===== config.mk =====
export PLATFORM = sky130hd
export DESIGN_NAME = fifo_wr_arbiter
export DESIGN_NICKNAME = d
export VERILOG_FILES = /design/src/rtl/fifo_wr_arbiter.sv
export SDC_FILE = /design/constraint.sdc
export NUM_CORES = 1
export LEC_CHECK = 0
export ABC_AREA = 1
export BUFFER_PORTS_ARGS = -buffer_cell sky130_fd_sc_hd__buf_4
export CORE_ASPECT_RATIO = 1.1
export CORE_MARGIN = 1.5
export CORE_UTILIZATION = 37
export DETAILED_ROUTE_END_ITERATION = 8
export PLACE_DENSITY = 0.79
export SLEW_MARGIN = 40
export SYNTH_ARGS = -nofsm -noshare
export SYNTH_HDL_FRONTEND = slang
export SYNTH_SLANG_ARGS = --single-unit

===== constraint.sdc =====
create_clock -name wclk -period 1.82 [get_ports wclk]
set_input_delay 0.091 -clock wclk [delete_from_list [all_inputs] [get_ports wclk]]
set_output_delay 0.091 -clock wclk [all_outputs]
set_load 0.01 [all_outputs]

===== src/rtl/fifo_wr_arbiter.sv =====
// Round-robin arbiter sharing one FIFO write port among NREQ producers, with bounded bursts.
// Optional FIFO_ARB_STALL_CNT_EN adds a saturating full-stall counter (stall_cnt, stall_clr).
//
// state   | meaning
// IDLE    | no owner, waiting for any request
// BURST   | owner granted, words accepted while FIFO has room
// HOLD    | owner still requesting but FIFO full; grant frozen
module fifo_wr_arbiter #(
   parameter int NREQ      = 4,
   parameter int DW        = 32,
   parameter int BURST_MAX = 4,
   localparam int IW       = (NREQ > 1) ? $clog2(NREQ) : 1
) (
   input  logic               wclk,
   input  logic               rst,
   input  logic [NREQ-1:0]    req,
   input  logic [NREQ*DW-1:0] req_data,
   output logic [NREQ-1:0]    req_ack,
   input  logic               fifo_full,
   output logic               fifo_wr_en,
   output logic [DW-1:0]      fifo_wr_data,
   output logic [IW-1:0]      grant_id,
   output logic               busy
`ifdef FIFO_ARB_STALL_CNT_EN
   ,
   input  logic               stall_clr,
   output logic [15:0]        stall_cnt
`endif
);

   localparam logic [1:0] S_IDLE  = 2'd0;
   localparam logic [1:0] S_BURST = 2'd1;
   localparam logic [1:0] S_HOLD  = 2'd2;

   logic [1:0]      state, state_nxt;
   logic [NREQ-1:0] grant, grant_nxt;
   logic [3:0]      burst_cnt, cnt_nxt;
   logic [IW-1:0]   rr_ptr, ptr_nxt;
   logic [IW-1:0]   owner, winner, win_hi, win_lo;
   logic            hi_found;
   logic [NREQ-1:0] win_onehot;
   logic            any_req, own_req, acked, release_now;

   assign req_ack    = grant & req & {NREQ{~fifo_full}};
   assign fifo_wr_en = |req_ack;
   assign any_req    = |req;
   assign own_req    = |(grant & req);
   assign acked      = fifo_wr_en;
   assign busy       = (state != S_IDLE);
   assign grant_id   = owner;

   always_comb begin
      owner        = '0;
      fifo_wr_data = '0;
      for (int i = 0; i < NREQ; i++) begin
         if (grant[i]) begin
            owner        = IW'(i);
            fifo_wr_data = req_data[i*DW +: DW];
         end
      end
   end

   // Lowest requester above rr_ptr wins; otherwise wrap to the lowest overall,
   // which leaves the last owner at the lowest priority.
   always_comb begin
      win_hi   = '0;
      win_lo   = '0;
      hi_found = 1'b0;
      for (int i = NREQ-1; i >= 0; i--) begin
         if (req[i]) begin
            win_lo = IW'(i);
            if (IW'(i) > rr_ptr) begin
               win_hi   = IW'(i);
               hi_found = 1'b1;
            end
         end
      end
      winner     = hi_found ? win_hi : win_lo;
      win_onehot = NREQ'(1) << winner;
   end

   assign release_now = ~own_req | (acked & (burst_cnt == 4'(BURST_MAX - 1)));

   always_comb begin
      state_nxt = state;
      grant_nxt = grant;
      cnt_nxt   = burst_cnt;
      ptr_nxt   = rr_ptr;
      case (state)
         S_IDLE: begin
            if (any_req) begin
               grant_nxt = win_onehot;
               ptr_nxt   = winner;
               cnt_nxt   = '0;
               state_nxt = S_BURST;
            end
         end
         S_BURST, S_HOLD: begin
            if (fifo_full && own_req) begin
               state_nxt = S_HOLD;
            end else begin
               state_nxt = S_BURST;
               if (acked) cnt_nxt = burst_cnt + 4'd1;
               if (release_now) begin
                  if (any_req) begin
                     grant_nxt = win_onehot;
                     ptr_nxt   = winner;
                     cnt_nxt   = '0;
                  end else begin
                     grant_nxt = '0;
                     cnt_nxt   = '0;
                     state_nxt = S_IDLE;
                  end
               end
            end
         end
         default: begin
            state_nxt = S_IDLE;
            grant_nxt = '0;
            cnt_nxt   = '0;
         end
      endcase
   end

   always_ff @(posedge wclk or posedge rst) begin
      if (rst) begin
         state     <= S_IDLE;
         grant     <= '0;
         burst_cnt <= '0;
         rr_ptr    <= IW'(NREQ - 1);
      end else begin
         state     <= state_nxt;
         grant     <= grant_nxt;
         burst_cnt <= cnt_nxt;
         rr_ptr    <= ptr_nxt;
      end
   end

`ifdef FIFO_ARB_STALL_CNT_EN
   always_ff @(posedge wclk or posedge rst) begin
      if (rst) begin
         stall_cnt <= '0;
      end else if (stall_clr) begin
         stall_cnt <= '0;
      end else if (fifo_full && any_req && (stall_cnt != 16'hFFFF)) begin
         stall_cnt <= stall_cnt + 16'd1;
      end
   end
`endif

endmodule


# Word-level counts from Yosys, hierarchy flattened
# Index checks and enable logic that the tools add are counted.
[totals] register_bits=12 latch_bits=0 ram_bits=0 romBits=0 in_bits=135 out_inout_bits=40 wordCells=81 n_memories=0
[classes] n_addsub=1 mul=0 div=0 order_cmp=4 n_eq_ne=7 shift=1 muxes=47 bitwise=6 reduce_logical=11
[ops] op="$mux 32" n=4
[ops] op="$mux 2" n=20
[ops] op="$mux 4" n=8
[ops] op="$pmux 4 s2" n=2
[ops] op="$reduce_or 4->1" n=3
[ops] op="$mux 1" n=11
[ops] op="$reduce_and 3->1" n=3
[ops] op="$and 4x4->4" n=2
[ops] op="$pmux 2 s2" n=2
[ops] op="$ne 2x2->1 const B" n=3
[ops] op="$add 4x1->4 const B" n=1
[ops] op="$eq 4x2->1 const B" n=1
[ops] op="$gt 1x2->1 const A" n=2
[ops] op="$gt 2x2->1 const A" n=2
[ops] op="$reduce_bool 2->1" n=2
[ops] op="$shl 1x2->4 const A" n=1
[ops] op="$ne 3x3->1 const B" n=1
[ops] op="$eq 2x1->1 const B" n=1
[ops] op="$eq 2x2->1 const B" n=1
[ops] op="$logic_not 2->1" n=1
[ops] op="$not 1->1" n=2
[ops] op="$reduce_or 2->1" n=1
[ops] op="$and 1x1->1" n=1
[ops] op="$logic_and 1x1->1" n=1
[ops] op="$or 1x1->1" n=1

# Logic depth before layout (Yosys ltp)
# Gate-level depths: netlist (run 1).
[logic_depth] depth_word=15 ltp_mapped=11 ltp_nobuf=11

# Worst setup path before layout (run 1)
# OpenSTA, ideal clock, no wires.
[synth_timing] kind="register to output" startpoint="reg grant[1]" endpoint="out fifo_wr_data[2]" t_arrival_ps=1228 required_time_ps=1729 slack_ps=501 stages_incl_launch_ff=8 n_path_buf=2 path_cell_list="dfrtp_1 buf_4 inv_2 buf_6 nand3_1 a21oi_1 a21oi_1 o21ai_0"
[synth_via] elab_chain_len=3
[synth_lines] element="from (decl)" line_no="36" rtl="logic [NREQ-1:0] grant, grant_nxt;"
[synth_lines] element="from (signal assigned)" line_no="133" rtl="grant <= grant_nxt;"
[synth_lines] element="$mux 32 (3 in series)" line_no="56" rtl="if (grant[i]) begin"
[synth_lines] element="to (decl)" line_no="21" rtl="output logic [DW-1:0] fifo_wr_data,"
# Every way passes these cells.

# Final worst setup path (run 1)
[layout_timing] startpoint="reg grant[1]" endpoint="out fifo_wr_data[1]"
# Same word-level chain as after synthesis.

==> results of run 1 <==
-- worst max-delay path, delay by kind of cell, from the launching register on --
kind	cells	cell delay, ns
flops	1	0.43
compound gates	3	0.39
buf+inv	3	0.46
simple gates	1	0.07
-- state kept, by name, summed over array words and instances (netlist names) --
signal     cells
state          2
rr_ptr         2
grant          4
burst_cnt      4
-- area by class of cell --
type                    count  area [um2]
clock buffers               4        55.1
multi-input cells         281        1320
inverters                  17        68.8
repair buffers            184        1410
fillers                   445        1480
flip-flops and latches     12         305
well taps                  56        70.1
-- layout by cell type, fill, tap and decap left out --
cell type        n
o21a_1           1
dfstp_2          2
xor2_1           2
a21oi_1         65
o21ai_1         17
dfrtp_1          8
clkbuf_8         4
nand3_1         43
nor2_1          12
dlygate4sd3_1    1
nand2_1        102
o21ai_0         24
nand3_4          1
nand2_2          5
inv_1           14
buf_6            1
buf_12           2
ha_1             3
inv_2            2
dfrtp_2          2
nand4_1          3
buf_4          180
o21bai_1         1
clkinv_4         1
or2_0            1
nor2_2           1
-- worst max path at each step --
stage | start | end | slack, ns | depth (start not counted)
floorplan | grant[1]$_DFFE_PP0P_ | fifo_wr_data[2] | 0.50 | 7
global placement | grant[1]$_DFFE_PP0P_ | fifo_wr_data[8] | 0.37 | 7
detailed placement | grant[1]$_DFFE_PP0P_ | fifo_wr_data[1] | 0.30 | 7
CTS | grant[1]$_DFFE_PP0P_ | fifo_wr_data[1] | 0.05 | 7
global route | grant[1]$_DFFE_PP0P_ | fifo_wr_data[5] | -0.003 | 7
finish | grant[1]$_DFFE_PP0P_ | fifo_wr_data[1] | 0.14 | 7
-- stage by stage --
step / setup TNS [ns] / instance area [um2] / setup WS [ns] / hold WS [ns] / power [mW]
2_1_floorplan: 0 / 1830 / 0.501 / -0.0457 / 2.00
5_1_grt: -0.00357 / 3240 / -0.00306 / 0.297 / 3.74
3_3_place_gp: 0 / 3160 / 0.373 / 0.121 / 3.04
4_1_cts: 0 / 3230 / 0.0463 / 0.247 / 3.39
6_report: 0 / 3240 / 0.140 / 0.241 / 3.39
3_5_place_dp: 0 / 3160 / 0.298 / 0.130 / 3.08
-- synthesized netlist by cell type --
| library cell | count |
|---|---|
| ha_1 | 3 |
| dfrtp_1 | 10 |
| nand2_2 | 5 |
| buf_4 | 2 |
| nand3_4 | 1 |
| buf_2 | 12 |
| o21ai_1 | 14 |
| o21ai_0 | 27 |
| nor2_2 | 1 |
| buf_6 | 3 |
| o21bai_1 | 1 |
| or2_0 | 1 |
| nand4_1 | 3 |
| dfstp_2 | 2 |
| xor2_1 | 2 |
| o21a_1 | 1 |
| a21oi_1 | 65 |
| nand3_1 | 43 |
| nor2_1 | 12 |
| inv_2 | 3 |
| inv_1 | 14 |
| clkbuf_1 | 9 |
| nand2_1 | 102 |
-- where the power goes --
part	internal, mW	switching, mW
combinational	1.22	1.45
sequential	0.367	0.0719
clock	0.191	0.0951
total	1.78	1.62
-- routing by layer --
layer  GRT usage [%]  vias up  part of all wire [%]  wire [um]
met5               0        -                     0          0
met4            8.46        0                   3.0        234
met3            3.42       20                   7.3        572
met2            50.3      112                    51       4040
met1            35.9     1254                    39       3040
li1                -     1457                     -          -
-- logic make-up after synthesis --
| group | Yosys count | share of synthesized area (%) |
|---|---|---|
| and+or+nand+nor | 168 | 39.5 |
| AOI/OAI and AO/OA | 108 | 29.8 |
| buffers and inverters | 43 | 11.3 |
| DFF | 12 | 16.5 |
| adders and majority gates | 3 | 2.05 |
| xor gates and xnor gates | 2 | 0.956 |
-- repair_timing --
item | CTS | global route
setup endpoints to repair | 0 | 20
hold buffers | 1 | 0
resized for setup | 0 | 6
endpoints found under the hold margin | 10 | 0
==> reports/results.ini, run 1 <==
[worst_hold_path]
worstHoldPathType = primary input to flop
holdPathEnd = rr_ptr[1]$_DFFE_PP1P_
holdPathStages = 4
holdCritStartpoint = req[1]

[floorplan]
start_util_pct = 38.9
coreArea_mm2 = 0.00472
row_count = 26
die_w_um = 70.1
io_pins = 175
die-area_mm2 = 0.00539
die_h_um = 76.8

[route]
vias = 2843
dr.first_iter.drc_count = 209
route.detailed.drc = 0
wl_per_cell_um = 14.2
drt_wl_total_um = 7880
vias_per_cell = 5.13
ant_nets = 0
dr.pass1.iters = 4

[timing]
finalClockSkew_ns = 0.00368
period_minus_slack_ns = 1.68
worst_pin_slew_ns = 0.459
report.final.slew_viol_count = 0
slew_headroom_pct = 69.3
rsz0062_at_grt = true
setup_violations = 0
hold_violations = 0
fmax_ghz = 0.595
finalCritPeriodShare_pct = 92.3

[global_route]
grt_pass1_wl_um = 12700
grt_util_all_layers_pct = 28.5
gr-total-overflow = 0
grt_max_degree = 67
grt_pass1_vias = 2596
antenna_found_initial = 0

[place]
place_inst = 549
portBuffers = 174
dp.final_hpwl_um = 6280
gp_congestion = 0.923

[critical_path]
start_kind = flop
slowest_delay_ns = 0.43
path_cells = clkinv_4 > buf_4 > nand3_1 > a21oi_1 > a21oi_1 > o21ai_0 > buf_4
worst-path-max-fanout = 16
cp.arrival_ns = 1.59
cp_slowest_cell = dfrtp_1
setup.worst_path.class = flop to primary output
worstReg2RegEnd = burst_cnt[1]$_DFFE_PP0P_
r2r_start = grant[1]$_DFFE_PP0P_
r2r_cells = 9
cp.required_ns = 1.73
rrSetupSlack_ns = 0.32
worst_setup_path_end_kind = primary output

[finish]
layout.nets = 637
stdcell_count = 554
diodes = 0
area_growth_pct = 76.5
post-route-util_pct = 68.6
drive_gt1_share_pct = 40.4

[logic_synthesis]
syn_nets = 474
syn_area_mm2 = 0.00183
synth_warnings = 0
syn_avg_cell_area_um2 = 5.46
seq_area_frac_synth_pct = 16.5
synth_top_area_share_pct = 20.9
synthCells = 336
synth_area_leaders = nand2_1 (21%), a21oi_1 (18%), dfrtp_1 (14%)
synth_largest_area_cell = nand2_1
yosysUniqueCellTypes = 23
yosys_register_bits = 12

[clock_tree]
post-cts-setup-buffer-count = 0
cts_buffer_depth = 2
clk_pin_slew_ns = 0.05
root_buffer = clkbuf_8
cts.sinks = 12
cts_tree = done
insertion_delay_ns = 0.24
cts_buffers = 3
htreeDepth = 1

[power]
power.leakage_nw = 1.63
power-per-cell-area_mw_per_mm2 = 1050
ir_worst_vdd_uv = 862

[status]
status = finished clean

[flow_run]
cap_violations = 0

(Power assumes the default switching activity.)
==> inputs of run 2 (changes only) <==
CORE_ASPECT_RATIO = not set   (was 1.1)
PLACE_DENSITY = 0.87   (was 0.79)
==> run 2 against run 1 <==
  * Non-clock buffer count did not move
  * Worst setup slack worse by 0.0016 ns
  * Sequential share of layout area is 0.072 points higher
  * Clock-buffer cell count unchanged
  * Sequential power up 2%
  * Clock skew about the same
  * Total power is 2.6% lower
  * Hold slack improved by 0.0094 ns
  * Global-route usage is 3.7 points lower
  * Final cell count up 2.0%
  * Final area fell by 0.35%
  * Largest power group unchanged
==> reports/results.ini, run 2 (synthesized netlist as in run 1, its figures left out) <==
[timing]
finalClockSkew_ns = 0.00321  ; -0.000471 ns
setup_violations = 0  ; unchanged
hold_violations = 0  ; unchanged
period_minus_slack_ns = 1.68  ; +0.00157 ns
rsz0062_at_grt = false
holdWs_ns = 0.250  ; +0.00937 ns
final.setup.tns_ns = 0  ; unchanged
finalCritPeriodShare_pct = 92.4  ; about the same
report.final.slew_viol_count = 0  ; unchanged
slew_headroom_pct = 70.0  ; +0.64 points
worst_pin_slew_ns = 0.450  ; -0.00903 ns
timing.final.ws_setup_ns = 0.138  ; -0.00157 ns
fmax_ghz = 0.595  ; about the same

[route]
dr.first_iter.drc_count = 84  ; -60%
vias = 2832  ; -0.39%
dr.pass1.iters = 4  ; unchanged
routed-wl-met2_um = 3760  ; -6.8%
vias_per_cell = 5.01  ; -2.3%
route.detailed.drc = 0  ; unchanged
wl_per_cell_um = 12.9  ; -9.7%
top_layer_used = met4
drt_wl_total_um = 7260  ; -7.9%
dr_wl_met3_um = 479  ; -16%
ant_nets = 0  ; unchanged
route.layer.met1.wl_um = 2840  ; -6.7%

[power]
p_int_mw = 1.71  ; -3.5%
ir_worst_vdd_uv = 1070  ; +24%
comb_power_share_pct = 79.1  ; +0.5 points
power-per-cell-area_mw_per_mm2 = 1030  ; -2.2%
switching_share_pct = 48.2  ; +0.50 points
power_frac_clock_pct = 7.3  ; -1.1 points
power.leakage_nw = 1.62  ; -0.61%
net-switching-power_mw = 1.59  ; -1.5%
p_seq_share_pct = 13.5  ; +0.6 points

[finish]
layout.nets = 637  ; unchanged
layout_common_cells = buf_4 (182), nand2_1 (102), a21oi_1 (65)
area_growth_pct = 75.9
reg_top3 = burst_cnt x4, grant x4
layout_commonest_cell = buf_4
drive_gt1_share_pct = 40.4  ; unchanged
finalInstanceArea_mm2 = 0.00322  ; -0.35%
diodes = 0  ; unchanged

[clock_tree]
cts.sinks = 12  ; unchanged
post-cts-setup-buffer-count = 0  ; unchanged
root_buffer = clkbuf_8
htreeDepth = 1  ; unchanged
cts_buffer_depth = 2  ; unchanged
cts_tree = done
cts_buffers = 3  ; unchanged
insertion_delay_ns = 0.24  ; about the same
clk_pin_slew_ns = 0.05  ; about the same

[floorplan]
coreArea_mm2 = 0.00475  ; +0.80%
start_util_pct = 38.6  ; -0.31 points
die_h_um = 73.4  ; -4.5%
row_count = 25  ; -3.8%
die_w_um = 73.4  ; +4.7%
die-area_mm2 = 0.00539  ; about the same
io_pins = 175  ; unchanged

[global_route]
antenna_found_initial = 0  ; unchanged
grt_util_all_layers_pct = 24.7  ; -3.7 points
grt_pass1_wl_um = 10700  ; -15%
grt_pass1_vias = 2541  ; -2.1%
gr-total-overflow = 0  ; unchanged
grt_max_degree = 49  ; -27%

[place]
post-place-ws_ns = 0.203  ; -0.0945 ns
dp.final_hpwl_um = 5790  ; -7.8%
dpl_cell_area_mm2 = 0.00316  ; about the same
portBuffers = 174  ; unchanged
gp_congestion = 0.899  ; -2.6%

[status]
status = finished clean

[critical_path]
cp_slowest_cell = dfrtp_1
worst-path-max-fanout = 13  ; -3
path_cells = buf_4 > nand2_1 > a21oi_1 > a21oi_1 > o21ai_0 > buf_4
cp.required_ns = 1.73  ; about the same
setup.worst_path.class = flop to primary output
worst_setup_path_end_kind = primary output
slowest_delay_ns = 0.45  ; +0.02 ns
cp.arrival_ns = 1.59  ; about the same
start_kind = flop

[worst_hold_path]
worstHoldPathType = primary input to flop

[flow_run]
cap_violations = 0  ; unchanged

==> run 2: worst max-delay path, delay by kind of cell (launching register included) <==
family | cells | cell delay (ns)
and+or+nand+nor | 1 | 0.09
AOI/OAI and AO/OA | 3 | 0.41
DFF | 1 | 0.45
buffers and inverters | 2 | 0.41
==> run 2: area by class of cell <==
type,instances,area (um2)
clock buffers,4,45.0
well taps,67,83.8
inverters,17,68.8
flip-flops and latches,12,307
fillers,419,1530
repair buffers,184,1400
multi-input cells,281,1320
==> run 2: worst paths after layout <==
| check | start | end | slack [ns] | cells past startpoint |
|---|---|---|---|---|
| max in group asynchronous | rst | rr_ptr[0]$_DFFE_PP1P_ | 1.06 | 3 |
| setup reg to reg | grant[1]$_DFFE_PP0P_ | burst_cnt[2]$_DFFE_PP0P_ | 0.32 | 9 |
| hold reg to reg | rr_ptr[0]$_DFFE_PP1P_ | rr_ptr[0]$_DFFE_PP1P_ | 0.48 | 2 |
| min in group asynchronous | rst | burst_cnt[2]$_DFFE_PP0P_ | 0.42 | 3 |
| setup / recovery | grant[1]$_DFFE_PP0P_ | fifo_wr_data[24] | 0.14 | 6 |
| hold / removal | req[1] | rr_ptr[1]$_DFFE_PP1P_ | 0.25 | 4 |
==> run 2: timing repair <==
| item | CTS | global route |
|---|---|---|
| endpoints found under the hold margin | 10 | 0 |
| setup endpoints to repair | 12 | 5 |
| gates resized for setup | 1 | 2 |
| gates cloned | 0 | 0 |
| hold buffers | 1 | 0 |
==> run 2: per-stage QoR <==
stage               total power [mW]  utilization [%]  std cells
detailed placement              3.05             66.5        560
CTS                             3.32             67.7        565
global placement                3.01             66.5        560
floorplan                       2.00                -        336
finish                          3.31             67.8        565
global route                    3.65             67.8        565
==> run 2: routing by layer <==
metal,global-route usage (%),vias to the layer above
li1,-,1452
met1,28.4,1242
met2,46.0,118
met3,3.43,20
met4,9.26,0
met5,0,-
==> run 2: power by group through the flow <==
stage	combinational [mW]	clock, mW	sequential (mW)
global placement	2.57	0	0.441
detailed placement	2.60	0	0.446
global route	2.93	0.260	0.460
CTS	2.62	0.250	0.444
floorplan	1.59	0	0.405
finish	2.62	0.243	0.448
